$ cat src/rtl/clk_meter_pkg.sv
// Shared definitions for the clock period meter: FSM state encoding and a
// width-safe tolerance compare used to decide whether a measured period
// counts towards lock.
package clk_meter_pkg;

    typedef enum logic {
        IDLE    = 1'b0,
        MEASURE = 1'b1
    } meter_state_t;

    // True when p lies in [exp_val - tol, exp_val + tol]. The lower bound is
    // rewritten as p + tol >= exp_val so nothing is ever subtracted, and all
    // sums are formed one bit wider than the operands, so a small expected
    // value with a large tolerance (or a large expected value plus tolerance)
    // can neither underflow nor overflow. Counter widths up to 32 bits are
    // supported.
    function automatic logic in_tolerance(
        input logic [31:0] p,
        input logic [31:0] exp_val,
        input logic [31:0] tol
    );
        logic [32:0] p_ext;
        logic [32:0] e_ext;
        logic [32:0] t_ext;
        p_ext = {1'b0, p};
        e_ext = {1'b0, exp_val};
        t_ext = {1'b0, tol};
        return ((p_ext + t_ext) >= e_ext) && (p_ext <= (e_ext + t_ext));
    endfunction

endpackage

$ cat src/rtl/sync_edge_detect.sv
// Two-flop synchronizer for an asynchronous level, plus a one-cycle pulse on
// each synchronized rising edge. A third flop delays the synchronized level so
// the edge compare never looks at a possibly metastable stage.
module sync_edge_detect (
    input  logic clk,
    input  logic rst_n,
    input  logic din,
    output logic level,
    output logic rise
);

    logic s1;
    logic s2;
    logic s3;

    // Synchronizer chain followed by the edge-history flop.
    always_ff @(posedge clk or negedge rst_n) begin
        if (!rst_n) begin
            s1 <= 1'b0;
            s2 <= 1'b0;
            s3 <= 1'b0;
        end else begin
            s1 <= din;
            s2 <= s1;
            s3 <= s2;
        end
    end

    assign level = s2;
    assign rise  = s2 & ~s3;

endmodule

$ cat src/rtl/clk_period_meter.sv
// Measures the period and high time of a slow, asynchronous clock in units of
// clk_100mhz cycles, flags a missing clock, and reports lock once the period
// has matched the expected value LOCK_CNT times in a row.
module clk_period_meter
    import clk_meter_pkg::*;
#(
    parameter int CNT_W    = 16,
    parameter int TIMEOUT  = 1024,
    parameter int EXPECT   = 4,
    parameter int TOL      = 0,
    parameter int LOCK_CNT = 4
) (
    input  logic             clk_100mhz,
    input  logic             rst_n,
    input  logic             clk_in,
    output logic [CNT_W-1:0] period,
    output logic [CNT_W-1:0] high_time,
    output logic             period_valid,
    output logic             timeout,
    output logic             locked
);

    localparam int LOCK_W = $clog2(LOCK_CNT + 1);

    localparam logic [CNT_W-1:0]  TIMEOUT_C  = CNT_W'(TIMEOUT);
    localparam logic [CNT_W-1:0]  TIMEOUT_M1 = CNT_W'(TIMEOUT - 1);
    localparam logic [LOCK_W-1:0] LOCK_C     = LOCK_W'(LOCK_CNT);

    meter_state_t      state;
    meter_state_t      next_state;

    logic              clk_level;
    logic              rise;

    logic [CNT_W-1:0]  cnt;
    logic [CNT_W-1:0]  hi_cnt;
    logic [CNT_W-1:0]  period_next;

    logic [LOCK_W-1:0] match_cnt;
    logic [LOCK_W-1:0] match_next;
    logic              period_match;

    logic              capture;
    logic              fire_timeout;
    logic              arm;

    sync_edge_detect u_sync (
        .clk   (clk_100mhz),
        .rst_n (rst_n),
        .din   (clk_in),
        .level (clk_level),
        .rise  (rise)
    );

    // The rise cycle itself is the first cycle of the new period, so the
    // period just ending is the count so far plus one.
    assign period_next  = cnt + 1'b1;
    assign period_match = in_tolerance(32'(period_next), 32'(EXPECT), 32'(TOL));

    // Next value of the consecutive-match counter if this period matches.
    always_comb begin
        match_next = match_cnt;
        if (match_cnt != LOCK_C) begin
            match_next = match_cnt + 1'b1;
        end
    end

    // Next-state logic: IDLE waits for a reference edge, MEASURE captures on
    // every rise and falls back to IDLE when the clock goes missing. A rise
    // always beats the timeout threshold when both land in the same cycle.
    always_comb begin
        next_state   = state;
        capture      = 1'b0;
        fire_timeout = 1'b0;
        arm          = 1'b0;
        case (state)
            IDLE: begin
                if (rise) begin
                    arm        = 1'b1;
                    next_state = MEASURE;
                end
            end
            MEASURE: begin
                if (rise) begin
                    capture = 1'b1;
                end else if (cnt == TIMEOUT_M1) begin
                    fire_timeout = 1'b1;
                    next_state   = IDLE;
                end
            end
            default: begin
                next_state = IDLE;
            end
        endcase
    end

    // State register.
    always_ff @(posedge clk_100mhz or negedge rst_n) begin
        if (!rst_n) begin
            state <= IDLE;
        end else begin
            state <= next_state;
        end
    end

    // Cycles since the last rise, held at TIMEOUT while no clock is present.
    always_ff @(posedge clk_100mhz or negedge rst_n) begin
        if (!rst_n) begin
            cnt <= '0;
        end else if (rise) begin
            cnt <= '0;
        end else if (cnt != TIMEOUT_C) begin
            cnt <= cnt + 1'b1;
        end
    end

    // Cycles the synchronized clock has been high since the last rise; the
    // rise cycle counts as the first high cycle. Saturates instead of wrapping.
    always_ff @(posedge clk_100mhz or negedge rst_n) begin
        if (!rst_n) begin
            hi_cnt <= '0;
        end else if (rise) begin
            hi_cnt <= {{(CNT_W-1){1'b0}}, 1'b1};
        end else if (clk_level && (hi_cnt != '1)) begin
            hi_cnt <= hi_cnt + 1'b1;
        end
    end

    // Measurement results with their valid strobe, and the sticky timeout
    // flag that only a fresh reference edge clears.
    always_ff @(posedge clk_100mhz or negedge rst_n) begin
        if (!rst_n) begin
            period       <= '0;
            high_time    <= '0;
            period_valid <= 1'b0;
            timeout      <= 1'b0;
        end else begin
            period_valid <= capture;
            if (capture) begin
                period    <= period_next;
                high_time <= hi_cnt;
            end
            if (fire_timeout) begin
                timeout <= 1'b1;
            end else if (arm) begin
                timeout <= 1'b0;
            end
        end
    end

    // Lock tracking: consecutive in-tolerance periods build up to lock, any
    // miss or a missing clock drops it immediately.
    always_ff @(posedge clk_100mhz or negedge rst_n) begin
        if (!rst_n) begin
            match_cnt <= '0;
            locked    <= 1'b0;
        end else if (fire_timeout) begin
            match_cnt <= '0;
            locked    <= 1'b0;
        end else if (capture) begin
            if (period_match) begin
                match_cnt <= match_next;
                locked    <= (match_next == LOCK_C);
            end else begin
                match_cnt <= '0;
                locked    <= 1'b0;
            end
        end
    end

endmodule
$ cat config.mk
export PLATFORM = sky130hd
export DESIGN_NAME = clk_period_meter
export DESIGN_NICKNAME = d
export VERILOG_FILES = /design/src/rtl/clk_meter_pkg.sv /design/src/rtl/sync_edge_detect.sv /design/src/rtl/clk_period_meter.sv
export SDC_FILE = /design/constraint.sdc
export NUM_CORES = 1
export LEC_CHECK = 0
export ABC_AREA = 1
export CORE_UTILIZATION = 61
export CTS_BUF_LIST = sky130_fd_sc_hd__clkbuf_16
export DETAILED_ROUTE_END_ITERATION = 10
export HOLD_SLACK_MARGIN = 0.12
export PLACE_DENSITY = 0.82
export SLEW_MARGIN = 20
export SYNTH_ARGS = -nofsm -noshare
export SYNTH_HDL_FRONTEND = slang
export SYNTH_SLANG_ARGS = --single-unit
$ cat constraint.sdc
create_clock -name clk_100mhz -period 4.9 [get_ports clk_100mhz]
set_clock_uncertainty 0.15 [all_clocks]
set_input_delay 1.225 -clock clk_100mhz [delete_from_list [all_inputs] [get_ports clk_100mhz]]
set_output_delay 1.225 -clock clk_100mhz [all_outputs]
set_load 0.03 [all_outputs]
==> summary.txt <==
Routed len/inst - 15.0 um
Multi-input gate area - 1490 um^2
Initial Util - 0.641
Minimum clock period after layout - 2750 ps
GP Congestion - 0.887
Switch Pwr - 0.000425 W
Cell chain of the critical path - clkdlybuf4s50_1
Longest Clk Path Bufs - 2
Combinational family with the most area after synthesis - simple AND/OR/NAND/NOR gates
Avg Cell Area, Syn - 8.40 um^2
# placed instances - 528
Wl on met1 - 3.38 mm
CTS Sinks - 74
Met2 WL - 4.26 mm
Crit. End Element - output port
Die area - 6210 um^2
Clock network power share - 0.418
Pleak - 1.97 nW
Critical Path AT - 1380 ps
Post-synthesis mux area share - 0
Final nets - 476
Internal power - 0.00111 W
DRC viols - 0
Top Ports - 38
Count leader, synth - nand2_1
Synth top area share - 0.515
Post_cts resized - 0
# hold bufs at CTS - 0
Comb power frac - 0.133
Max Fclk - 363 MHz
Final core area utilization - 0.768
Routed Antenna Nets - 0
Worst path required time - 3520 ps
Layout cell share with drive strength beyond 1 - 0.108
Die Height - 78.8 um
XOR/XNOR share of the synthesized area - 0.0244
Unrepaired setup endpoints after global routing - false
CTS clk-pin slew, worst paths - 60 ps
Synth cell count leaders - 100 x nand2_1, 74 x dfrtp_1, 54 x inv_1, 43 x o21ai_0, 36 x nor2_1
Leading post-synthesis cells by cell area - dfrtp_1 51%, nand2_1 10%, o21ai_0 6.0%
Hold Fails Final Rpt - 0
Critical Setup Path Class - flop to output port
Synth Register Bits - 74
CP peak stage delay - 680 ps
Number of flops mapped to enable cells by yosys - 0
Pwr/cell area - 356 nW/um^2
DR WL met3 - 330 um
Later-pin clock latency in the skew report - 330 ps
Fillers - 386
Final HPWL DP - 5.48 mm
Worst path slowest cell - clkdlybuf4s50_1
Post-route insts no fill - 543
Register area - 1850 um^2
Drt initial violations - 186
Sw Share - 0.277
Outcome - complete, no violations
Worst Setup Start Kind - flop
Main synth FF type - dfrtp_1
Max-cap violations - 0
Synth Area in Compound Gates - 0.0797
Async SR Flop Fraction - 1.00
Root buf cell - clkbuf_16
Synth area leader - dfrtp_1
Crit path buf inv count - 1
GRT overflow - 0
Die X - 78.8 um
Post-Syn Area - 3600 um^2
Slew @ Worst Pin - 618 ps
CP top delay family - buffers and inverters
First drt pass iteration count - 4
Final Hold Slack - 200 ps
Largest net degree at the start of global routing - 66
Vias in the first global route - 2999
Final setup viols - 0
I/O Buffers - 37
Area share of and/or/nand/nor cells after synthesis - 0.288
Area growth from synthesis to layout - 19.7%
Antenna violations before repair - 0
CP Max Fanout - 2
FP Rows - 27
First-pass GRT wire length - 13.4 mm
Antenna Cells - 0
Tot GR Track Use - 0.284
Pwr Total - 0.00153 W
Post CTS Setup Buffer Count - 0
Adder-cell area share of the yosys netlist - 0.0209
H-tree levels - 3
Final Cycle Share - 0.562
Top Metal Used - met4
Synth warn - 0
Min-delay worst type - flop to flop
Routed WL - 8.12 mm
Synthesized instance count - 428
Slew Limit Fails - 0
Net Count, Synth - 437
Setup tns final - 0 ps
CTS tree - built
Vias per inst - 5.49
Vias - 2980
Slew HR - 0.588
Core area - 5610 um^2
Distinct cells, synth - 30
Num CTS Buffers - 9
Seq pwr share - 0.449
Peak supply drop - 241 uV
Sequential fraction of the synthesis area - 0.515
[cell families after synthesis]
family          Yosys count
fa+ha+maj                 6
flops                    74
buf+inv                  66
simple gates            218
compound gates           54
xor+xnor                 10
[path summary, 6_finish.rpt]
check	start	endpoint	slack, ps	cells past startpoint
setup / recovery	high_time[10]$_DFFE_PN0P_	high_time[10]	2150	1
hold / removal	u_sync.s1$_DFF_PN0_	u_sync.level$_DFF_PN0_	200	0
setup reg to reg	hi_cnt[0]$_DFFE_PN0P_	hi_cnt[13]$_DFFE_PN0P_	2700	12
hold reg to reg	u_sync.s1$_DFF_PN0_	u_sync.level$_DFF_PN0_	200	0
max in group asynchronous	rst_n	cnt[7]$_DFFE_PN0P_	2810	2
min in group asynchronous	rst_n	period[6]$_DFFE_PN0P_	760	1
[through the flow]
| stage | area (um^2) | worst slack, ps |
|---|---|---|
| final | 4310 | 2150 |
| after detailed placement | 4020 | 2410 |
| after floorplan | 3600 | 3040 |
| after CTS | 4300 | 2140 |
| after global routing | 4310 | 2120 |
| after global placement | 4020 | 2430 |
[final cells by class]
class                      count  area share
sequential                    74       0.430
multi-input combinational    288       0.347
timing repair buffer          39      0.0883
clock buffer                   9      0.0523
inverter                      55      0.0480
tap                           72      0.0209
clock inverter                 6      0.0137
[registers in the layout (all words and copies together), names as in the netlist, 3 cells and up]
name	count
hi_cnt	16
high_time	16
match_cnt	3
cnt	16
period	16
[power groups by stage]
| stage | sequential, W | clock (W) | combinational (W) |
|---|---|---|---|
| after floorplan | 0.000727 | 0 | 0.0000932 |
| after global placement | 0.000696 | 0 | 0.000196 |
| after detailed placement | 0.000699 | 0 | 0.000203 |
| after CTS | 0.000688 | 0.000643 | 0.000206 |
| after global routing | 0.000693 | 0.000665 | 0.000225 |
| final | 0.000688 | 0.000640 | 0.000204 |
[cells in the final DEF (no fill, tap or decap), drive strengths merged]
master and instances:
buf 3, bufinv 1, clkinvlp 2, xnor2 3
and3 2, nor3b 1, nor3 8, clkdlybuf4s50 36
o21ai 47, clkinv 3, clkbuf 9, inv 55
ha 6, xor2 7, nor4 5, o31ai 2
nor2 51, nand4 12, nand3 28, dfrtp 74
or2 1, a21oi 5, nand2 110
[per-layer routing]
metal  global-route usage  vias up
met3               0.0575       15
met5                    0        -
met2                0.501       74
met1                0.330     1440
li1                     -     1451
met4                0.131        0
Power figures use the tool's default switching activity.
